===== src/rtl/pipe_ctrl_pkg.sv =====
// pipe_ctrl_pkg: control codes and FSM states shared by the pipeline controller
package pipe_ctrl_pkg;
    typedef enum logic [1:0] {
        CTRL_DEFAULT = 2'b00,
        CTRL_BLOCK   = 2'b01,
        CTRL_BUBBLE  = 2'b10,
        CTRL_BRANCH  = 2'b11
    } ctrl_e;
    typedef enum logic [2:0] {RUN, STALL, STALL_PEND, REPLAY, SETTLE} state_e;
endpackage


===== src/rtl/pipe_ctrl_gen_sat_counter.sv =====
// sat_counter: event counter that sticks at all-ones
module sat_counter #(
    parameter int W = 32
) (
    input  logic         clk,
    input  logic         rst,
    input  logic         en,
    output logic [W-1:0] cnt
);
    always_ff @(posedge clk)
        cnt <= !rst ? '0 : (en && !(&cnt)) ? cnt + 1'b1 : cnt;
endmodule


===== src/rtl/pipe_ctrl_gen.sv =====
// pipe_ctrl_gen: stall/flush control codes for the pipeline from cache stalls and EX redirects
module pipe_ctrl_gen
    import pipe_ctrl_pkg::*;
#(
    parameter int NSTAGE  = 5,
    parameter int NSRC    = 2,
    parameter int FLUSH_N = 2,
    parameter int ADDR_W  = 64,
    parameter int CNT_W   = 32
) (
    input  logic                clk,
    input  logic                rst,
    input  logic [NSRC-1:0]     blk_req_i,
    input  logic [NSRC-1:0]     blk_ready_i,
    input  logic                redirect_i,
    input  logic [ADDR_W-1:0]   redirect_pc_i,
    output logic [2*NSTAGE-1:0] stage_ctrl_o,
    output logic [2*NSRC-1:0]   src_ctrl_o,
    output logic [ADDR_W-1:0]   pc_new_o,
    output logic                busy_o,
    output logic [CNT_W-1:0]    stall_cnt_o,
    output logic [CNT_W-1:0]    redirect_cnt_o
);
    localparam int OW = NSRC > 1 ? $clog2(NSRC) : 1;
    state_e state, state_nxt;
    logic [OW-1:0] owner, owner_nxt, own;
    logic [ADDR_W-1:0] pc_lat;
    logic req, take, stalled, issue;
    assign req     = |blk_req_i;
    assign take    = req && (state == RUN || state == SETTLE);
    assign stalled = state == STALL || state == STALL_PEND;
    assign issue   = (state == RUN && !req && redirect_i) || state == REPLAY;
    assign own     = take ? owner_nxt : owner;
    assign busy_o  = state != RUN;
    always_ff @(posedge clk) begin
        if (!rst) begin
            state  <= RUN;
            owner  <= '0;
            pc_lat <= '0;
        end else begin
            state <= state_nxt;
            if (take) owner <= owner_nxt;
            if (state == RUN && redirect_i) pc_lat <= redirect_pc_i;
        end
    end
    always_comb begin
        owner_nxt = '0;
        for (int i = NSRC - 1; i >= 0; i--)
            if (blk_req_i[i]) owner_nxt = OW'(i);
        state_nxt = state;
        case (state)
            RUN:        state_nxt = req ? (redirect_i ? STALL_PEND : STALL) : redirect_i ? SETTLE : RUN;
            SETTLE:     state_nxt = req ? STALL : RUN;
            STALL:      state_nxt = blk_ready_i[owner] ? RUN : STALL;
            STALL_PEND: state_nxt = blk_ready_i[owner] ? REPLAY : STALL_PEND;
            REPLAY:     state_nxt = SETTLE;
            default:    state_nxt = RUN;
        endcase
    end
    // a fresh request blocks in the same cycle it is seen, before the owner is registered
    always_comb begin
        for (int i = 0; i < NSTAGE; i++)
            stage_ctrl_o[2*i +: 2] = (take || stalled) ? CTRL_BLOCK :
                                     !issue            ? CTRL_DEFAULT :
                                     i == 0            ? CTRL_BRANCH :
                                     i <= FLUSH_N      ? CTRL_BUBBLE : CTRL_DEFAULT;
        for (int i = 0; i < NSRC; i++)
            src_ctrl_o[2*i +: 2] = ((take || stalled) && OW'(i) != own) ? CTRL_BLOCK : CTRL_DEFAULT;
        pc_new_o = (state == RUN && issue) ? redirect_pc_i : pc_lat;
    end
    sat_counter #(.W(CNT_W)) u_stall_cnt (
        .clk(clk), .rst(rst), .en(stalled), .cnt(stall_cnt_o)
    );
    sat_counter #(.W(CNT_W)) u_redirect_cnt (
        .clk(clk), .rst(rst), .en(issue), .cnt(redirect_cnt_o)
    );
endmodule


===== config.mk =====
export PLATFORM = sky130hd
export DESIGN_NAME = pipe_ctrl_gen
export DESIGN_NICKNAME = d
export VERILOG_FILES = /design/src/rtl/pipe_ctrl_pkg.sv /design/src/rtl/pipe_ctrl_gen_sat_counter.sv /design/src/rtl/pipe_ctrl_gen.sv
export SDC_FILE = /design/constraint.sdc
export NUM_CORES = 1
export LEC_CHECK = 0
export ABC_AREA = 1
export CAP_MARGIN = 20
export CORE_MARGIN = 2
export CORE_UTILIZATION = 25
export DETAILED_ROUTE_END_ITERATION = 6
export MAX_ROUTING_LAYER = met4
export PLACE_DENSITY = 0.57
export SLEW_MARGIN = 10
export SYNTH_ARGS = -nofsm -noshare
export SYNTH_HDL_FRONTEND = slang
export SYNTH_HIERARCHICAL = 1
export SYNTH_SLANG_ARGS = --single-unit

===== constraint.sdc =====
create_clock -name clk -period 1.89 [get_ports clk]
set_input_delay 0.189 -clock clk [delete_from_list [all_inputs] [get_ports clk]]
set_output_delay 0.189 -clock clk [all_outputs]
set_load 0.01 [all_outputs]

After elaboration in Yosys (flattened, before gate mapping)
Cells that the tools add are included.
Word-level totals
  flip-flop bits (word level): 132
  bits of input ports: 71
  output and inout bits: 143
  logic and storage cells: 54
Cells by class
  $add $sub $neg: 2
  order comparisons: 1
  equal/unequal tests: 4
  mux-type cells: 20
  bitwise operators: 1
  reductions and logical operators: 21
Operators by type and width (number)
  adder 32 x 1 -> 32 bit, second input constant: 2
  2-to-1 mux 64 bit: 1
  AND reduction 32 bit: 2
  one-hot mux 3 bit (5 select lines): 1
  2-to-1 mux 1 bit: 11
  2-to-1 mux 2 bit: 5
  logical AND 1 bit: 9
  equality test 3 x 2 -> 1 bit, second input constant: 2
  2-to-1 mux 3 bit: 2
  logical OR 1 bit: 4
  equality test 3 x 1 -> 1 bit, second input constant: 1
  equality test 3 bit, second input constant: 1
  logical NOT 1 bit: 3
  logical NOT 3 bit: 1
  nonzero test 3 bit: 1
  < comparator 1 x 2 -> 1 bit, second input constant: 1
  OR reduction 2 bit: 1
  NOT 1 bit: 1

Longest topological paths before layout
Gate-level depths: netlist (run 1).
  depth in word-level cells: 7
  mapped depth: 15
  gate-level depth less buffers: 13

By module
The synthesis (run 1) kept the hierarchy.
Modules (own cells, without submodules)
  sat_counter: times used 2, cells an instance 322, area an instance 1998.2 µm²
  pipe_ctrl_gen: times used 1, cells an instance 559, area an instance 3480.8 µm²

Least setup slack after synthesis (run 1)
Ideal clock, no wire load.
  path type: reg2reg
  from: reg state[0]
  to: reg u_redirect_cnt.cnt[23]
  library setup time: 113 ps
  arrival: 1914 ps
  data required time: 1777 ps
  path slack: -137 ps
  cell stages (with the launch flop): 15
  path buffers: 2
  period minus slack after synthesis: 2027 ps
  cells stage by stage: dfxtp_1 -> nor2_4 -> nand3_2 -> inv_2 -> buf_2 -> a21oi_1 -> inv_1 -> buf_2 -> inv_1 -> nor2_1 -> nand2_1 -> nor2_1 -> nand3_1 -> nor2_1 -> nor2_1
On the way
  longest elaborated chain between the ends: 5
  elaborated cells on any way between the ends: 6
  classes of those cells: eq/ne (1); reduce/logical (5)
RTL lines
  start: declaration: line pipe_ctrl_gen.sv:25  | state_e state, state_nxt;
  start signal: assignment: line pipe_ctrl_gen.sv:41  | state <= state_nxt;
  logical NOT 3 bit: line pipe_ctrl_gen.sv:32  | assign issue = (state == RUN && !req && redirect_i) || state == REPLAY;
  logical AND 1 bit (2 in series): line pipe_ctrl_gen.sv:32
  logical OR 1 bit *: line pipe_ctrl_gen.sv:32
  via issue: line pipe_ctrl_gen.sv:28  | logic req, take, stalled, issue;
  logical AND 1 bit *: line pipe_ctrl_gen_sat_counter.sv:11  | cnt <= !rst ? '0 : (en && !(&cnt)) ? cnt + 1'b1 : cnt;
  end signal: assignment: line pipe_ctrl_gen_sat_counter.sv:11
  end: declaration: line pipe_ctrl_gen_sat_counter.sv:8  | output logic [W-1:0] cnt
The timed path passes the listed nets; every way through them passes the cells marked *.
A chain may end at the register's enable or synchronous reset.

Worst setup path after layout (run 1)
  from: reg state[0]
  to: out pc_new_o[40]
On the way
  longest elaborated chain between the ends: 6
  elaborated cells on any way between the ends: 7
  classes of those cells: eq/ne (1); mux (1); reduce/logical (5)
RTL lines
  logical NOT 3 bit: line pipe_ctrl_gen.sv:32, pipe_ctrl_gen.sv:69
  logical AND 1 bit (2 in series): line pipe_ctrl_gen.sv:32
  logical OR 1 bit: line pipe_ctrl_gen.sv:32
  logical AND 1 bit *: line pipe_ctrl_gen.sv:69  | pc_new_o = (state == RUN && issue) ? redirect_pc_i : pc_lat;
  2-to-1 mux 64 bit *: line pipe_ctrl_gen.sv:69
  end: declaration: line pipe_ctrl_gen.sv:19  | output logic [ADDR_W-1:0] pc_new_o,
Mark *: on every way between the ends. The rest lies on a longest branch, timed or not.

==> results.md, run 1 <==
* Outcome: complete, but fails checks
* Failing checks: setup timing
* Clock transition at the registers of the reported paths at 0.07 ns
* Top FF cell, synth: dfxtp_1
* Final period util at 102%
* Hold slack at 0.154 ns
* Vias at 8,785
* Most common cell on crit path: nand2_2
* Post-synthesis register bit count at about 130
* Largest net degree at the start of global routing at 65
* Final-report hold violation count at 0
* Die ar. at 31,300 µm²
* Layout cells sized above 1 at 22.9%
* Final net count at around 1,500
* Mapped cell area at 7480 µm²
* IO Pins at 214
* Clock Latency Late Sink at 0.43 ns
* Placed Area at 10,400 µm²
* Core ar. at 29,600 µm²
* CP peak stage delay at 0.35 ns
* Number of hold buffers added after CTS at 0
* Peak VDD IR at 0.518 mV
* Crit path DAT at between 1.5 and 2 ns
* RSZ-0062 raised after global routing: true
* Antenna violations before repair at 1
* CTS root buffer: clkbuf_16
* Syn Inst Count at roughly 1,200
* DR pass1 iterations at 5
* Worst-path cell with the longest stage delay: dfxtp_4
* Syn Area/Cell at 6.22 µm²
* Fmax at 520 MHz
* Hpwl dp at 18.2 mm
* R2R setup slack at 0.03 ns
* Max-slew violations at 0
* Post-Layout Cell Count at 1,877
* EDFF count, synth at 0
* Die H at 177 µm
* CP Cell Sequence: nor2_4, nand3_4, inv_8, nand2_8, buf_12, clkbuf_16, nand2_2, nand2_2, buf_6
* Synth cell types at 29
* Initial Util at 25.3%
* Avg WL per Cell at 14.8 µm
* Crit start category: flop
* Finished Cell Area at 11,700 µm²
* PnR worst setup slack at -0.0339 ns
* GRT Resource Usage Total at between 10% and 20%
* Cts bufs inserted at 17
* Final ANT Viol Nets at 0
* Routed vias/inst at about 4.7
* Power Density at slightly above 700 nW/µm²
* Clk sinks at 132
* Worst path bufs/invs at 4
* Area grow syn2layout at 56.0%
* Leakage power at 4.77 nW
* Buffers added on ports at approximately 210
* Vias in the first global route at between 8,000 and 9,000
* Endpoints failing setup at 22
* Yosys warning count at 6
* Row cnt at 63
* GRT overflow at 0
* CP delay by family, top: buffers and inverters
* Critical path required time at 1.70 ns
* H-tree Lvls at 4
* WS Path Type: reg -> out
* Clk buf depth at 2
* Seq/Total Area, Yosys at 35.3%
* DIE WIDTH at 177 µm
* FFs w/ async S/R, synth at 0%
* First-pass GRT wire length at 42.3 mm
* GPL Wtd Cong at 0.889
* Most common cell after layout, fill and taps aside: nand2_1
* Crit path time final at 1.92 ns
* Rel. slew slack at 50.2%
* CTS tree: built
* Max-Cap Viols at 0
* Initial drt markers at 441
* Post-route DRC at 0
* Crit end category: output port
* Most frequent cells in the layout: nand2_1 (401), nor2_1 (150), clkdlybuf4s50_1 (133)
* Placed cell count at between 1,500 and 2,000
* Detailed-route wire length at 27.8 mm
* Worst slew pin tran at 0.747 ns
* CP Max Fanout at 6
* Type of the most critical hold path: in -> reg
* Clk_skew at 0.0134 ns
## worst min-delay path: cells and delay by family
| kind | cells | cell delay [ns] |
|---|---|---|
| buf+inv | 1 | 0.21 |
| simple gates | 2 | 0.15 |
## kinds of logic after synthesis
logic type / share of synthesized area, %
AOI/OAI and AO/OA: 8.13
xor gates and xnor gates: 0.469
adders and majority gates: 0.335
buffers and inverters: 8.68
DFF: 35.3
other: 0.0502
and+or+nand+nor: 47.0
## Yosys cell counts, types with 4 or more instances
library cell | number | area [µm²]
nand4_1 | 24 | 150
nor3_1 | 12 | 60.1
clkbuf_1 | 10 | 37.5
inv_1 | 57 | 214
a31oi_1 | 6 | 37.5
buf_2 | 33 | 165
o21ai_0 | 4 | 20.0
nand2_1 | 448 | 1680
nor2_1 | 165 | 619
buf_4 | 13 | 97.6
a21oi_1 | 110 | 551
nand2_2 | 7 | 43.8
buf_6 | 11 | 124
and2_1 | 4 | 25.0
nor2_2 | 5 | 31.3
nand3_1 | 124 | 621
nor2_4 | 9 | 101
nand3_2 | 5 | 50.1
nand3b_1 | 8 | 60.1
dfxtp_1 | 132 | 2640
## registers in the layout, indices dropped and copies added (netlist names)
name	cells
u_stall_cnt/cnt	32
u_redirect_cnt/cnt	32
state	3
owner	1
pc_lat	64
## metal layers
layer	GRT usage, %	up-vias	routed length [µm]	share of wire [%]
met5	-	-	0	0
met4	5.72	0	617	2.2
met3	3.74	42	1730	6.2
met2	29.4	259	13700	49
met1	20.8	4058	11800	42
li1	-	4426	-	-
## area by class of cell
class	instances	area (µm²)
fillers	3107	17900
multi-input cells	951	4670
repair buffers	312	3050
flip-flops and latches	132	2650
well taps	390	488
clock buffers	19	443
inverters	59	236
clock inverters	13	124
diodes	1	2.50
## power breakdown
part           switching, mW  internal (mW)  total (mW)
Sequential            0.0871           2.92        3.01
Clock                   1.43           1.86        3.29
Combinational           1.03          0.956        1.99
## what timing repair did
| action | 4_1_cts | 5_1_grt |
|---|---|---|
| resized for setup | 328 | 147 |
| buffers inserted | 9 | 4 |
| pin swaps | 6 | 17 |
| setup endpoints to repair | 76 | 111 |
| gates cloned | 8 | 7 |
## metrics by stage
| step | setup slack (ns) | total power [mW] | setup TNS [ns] | utilization [%] |
|---|---|---|---|---|
| 2_1_floorplan | -0.0314 | 3.92 | -0.0883 | - |
| 3_3_place_gp | -0.298 | 4.81 | -22.31 | 35.1 |
| 3_5_place_dp | -0.309 | 4.82 | -24.18 | 35.1 |
| 4_1_cts | -0.101 | 8.23 | -0.324 | 37.3 |
| 5_1_grt | -0.108 | 8.70 | -5.26 | 39.5 |
| 6_report | -0.0339 | 8.30 | -0.318 | 39.5 |
## path summary, 6_finish.rpt
kind,from,to,depth (start not counted)
worst min-delay path,rst,u_redirect_cnt/cnt[22],3
worst max register to register,state[0],u_redirect_cnt/cnt[15],13
worst max-delay path,state[0],pc_new_o[40],9
worst min register to register,pc_lat[8],pc_lat[8],2
Note: power is estimated with default switching activity, not from simulation.
==> run 2: changes to the inputs <==
--- a/config.mk
+++ b/config.mk
@@ -9,6 +9,7 @@
 export CAP_MARGIN = 20
 export CORE_MARGIN = 2
 export CORE_UTILIZATION = 25
+export CTS_BUF_LIST = sky130_fd_sc_hd__clkbuf_4 sky130_fd_sc_hd__clkbuf_8
 export DETAILED_ROUTE_END_ITERATION = 6
 export MAX_ROUTING_LAYER = met4
 export PLACE_DENSITY = 0.57
==> results.md, run 2 (synthesis results as in run 1) <==
* Final period util at 104% (+2.3 points)
* Post-route DRC at 0 (unchanged)
* CP peak stage delay at 0.36 ns (about the same)
* Vias at 8,800 (+0.17%)
* CTS root buffer: clkbuf_8
* GRT overflow at 0 (unchanged)
* GRT Resource Usage Total at 18.1% (+0.55 points)
* Max reg flops at 64 (unchanged)
* Final net count at 1,554 (+0.52%)
* Die H at 177 µm (unchanged)
* Initial drt markers at 424 (-3.9%)
* WS Path Type: reg -> out
* Final Power at 7.66 mW (-7.7%)
* Worst slew pin tran at 0.737 ns (-0.00981 ns)
* Reg with most FFs: pc_lat
* Hpwl dp at 18.2 mm (unchanged)
* DIE WIDTH at 177 µm (unchanged)
* Post-Route Utilization at 40.4% (+0.94 points)
* Crit path DAT at 1.78 ns (+0.05 ns)
* Rel. slew slack at 50.8% (+0.65 points)
* Area grow syn2layout at 59.7%
* CP Max Fanout at 6 (unchanged)
* CP Cell Sequence: nor2_4, nand3_4, inv_8, buf_12, buf_12, clkbuf_16, nand3_2, nand2_2, buf_6
* Clk sinks at 132 (unchanged)
* Die ar. at 31,300 µm² (unchanged)
* Crit start category: flop
* Core ar. at 29,600 µm² (unchanged)
* Largest regs: pc_lat: 64 flops, u_redirect_cnt/cnt: 32 flops, u_stall_cnt/cnt: 32 flops
* H-tree Lvls at 4 (unchanged)
* IO Pins at 214 (unchanged)
* Clk_skew at 0.0239 ns (+0.0106 ns)
* Final-report hold violation count at 0 (unchanged)
* Antenna violations before repair at 1 (unchanged)
* Crit path time final at 1.97 ns (+0.0433 ns)
* PnR worst setup slack at -0.0772 ns (-0.0433 ns)
* Largest net degree at the start of global routing at 65 (unchanged)
* First-pass GRT wire length at 43.4 mm (+2.6%)
* Outcome: complete, but fails checks
* GPL Wtd Cong at 0.889 (unchanged)
* CP delay by family, top: buffers and inverters
* Max-Cap Viols at 0 (unchanged)
* Placed cell count at 1,817 (unchanged)
* Most common cell after layout, fill and taps aside: nand2_1
* Most common cell on crit path: buf_12
* Most frequent cells in the layout: nand2_1 (371), nor2_1 (145), clkdlybuf4s50_1 (133)
* Crit end category: output port
* Initial Util at 25.3% (unchanged)
* Clk buf depth at 2 (unchanged)
* Worst-path cell with the longest stage delay: dfxtp_4
* Avg WL per Cell at 15.2 µm (+2.5%)
* Layout cells sized above 1 at 26.4% (+3.4 points)
* Routed vias/inst at 4.67 (-0.25%)
* Critical path required time at 1.70 ns (about the same)
* RSZ-0062 raised after global routing: true
* Max-slew violations at 0 (unchanged)
* Buffers added on ports at 209 (unchanged)
* Vias in the first global route at 8,139 (+0.97%)
* Clock Latency Late Sink at 0.46 ns (+0.03 ns)
* Final ANT Viol Nets at 0 (unchanged)
* Post-Layout Cell Count at 1,885 (+0.43%)
* Clock transition at the registers of the reported paths at 0.10 ns (+0.03 ns)
* TNS Setup at -1.97 ns (-1.65 ns)
* CTS tree: built
* Fmax at 508 MHz (-2.2%)
* Endpoints failing setup at 62 (+180%)
* DP Worst Slack at -0.309 ns (unchanged)
* Cts bufs inserted at 17 (unchanged)
* Detailed-route wire length at 28.6 mm (+2.9%)
* Power Density at 641 nW/µm² (-9.8%)
* Failing checks: setup timing
* Leakage power at 4.86 nW (+1.8%)
* Row cnt at 63 (unchanged)
* DR pass1 iterations at 5 (unchanged)
* Number of hold buffers added after CTS at 0 (unchanged)
* Type of the most critical hold path: in -> reg
* Peak VDD IR at 0.428 mV (-17%)
* Worst path bufs/invs at 5 (+1)
## run 2: per-stage QoR
stage | hold WS, ns | cell area [µm²]
after floorplan | 0.332 | 7510
after global placement | 0.451 | 10400
after detailed placement | 0.456 | 10400
after CTS | 0.0842 | 11100
after global routing | 0.110 | 11900
final | 0.114 | 11900
## run 2: tightest hold or removal path, delay by kind of cell
kind                   cells  cell delay, ns
and+or+nand+nor            2            0.14
buffers and inverters      1            0.21
## run 2: layout make-up
type                    instances  area [µm²]
diodes                          1        2.50
clock buffers                  19         255
clock inverters                13         124
fillers                      3061       17600
inverters                      59         256
multi-input cells             949        4880
flip-flops and latches        132        2650
well taps                     390         488
repair buffers                322        3290
## run 2: worst paths after layout
kind | to | startpoint | slack [ns] | depth (start not counted)
worst max-delay path | pc_new_o[27] | state[0] | -0.08 | 9
worst min-delay path | u_redirect_cnt/cnt[26] | rst | 0.11 | 3
worst max register to register | u_redirect_cnt/cnt[14] | state[0] | -0.01 | 14
worst min register to register | pc_lat[13] | pc_lat[13] | 0.47 | 2
## run 2: routing by layer
metal / routed length [µm] / vias up / global-route usage [%]
met5: 0 / - / -
met4: 618 / 0 / 5.23
met3: 1780 / 34 / 4.25
met2: 14300 / 267 / 30.8
met1: 12000 / 4062 / 21.1
li1: - / 4437 / -
## run 2: timing repair
action	in CTS	in global routing
gates resized for setup	379	184
gates cloned	12	5
buffers inserted	13	10
pin swaps	5	46
endpoints found under the setup margin	77	116
## run 2: report_power, final
group / total (mW) / switching [mW] / internal [mW]
Combinational: 2.21 / 1.11 / 1.09
Sequential: 3.02 / 0.104 / 2.92
Clock: 2.43 / 1.33 / 1.10
Total: 7.66 / 2.54 / 5.12
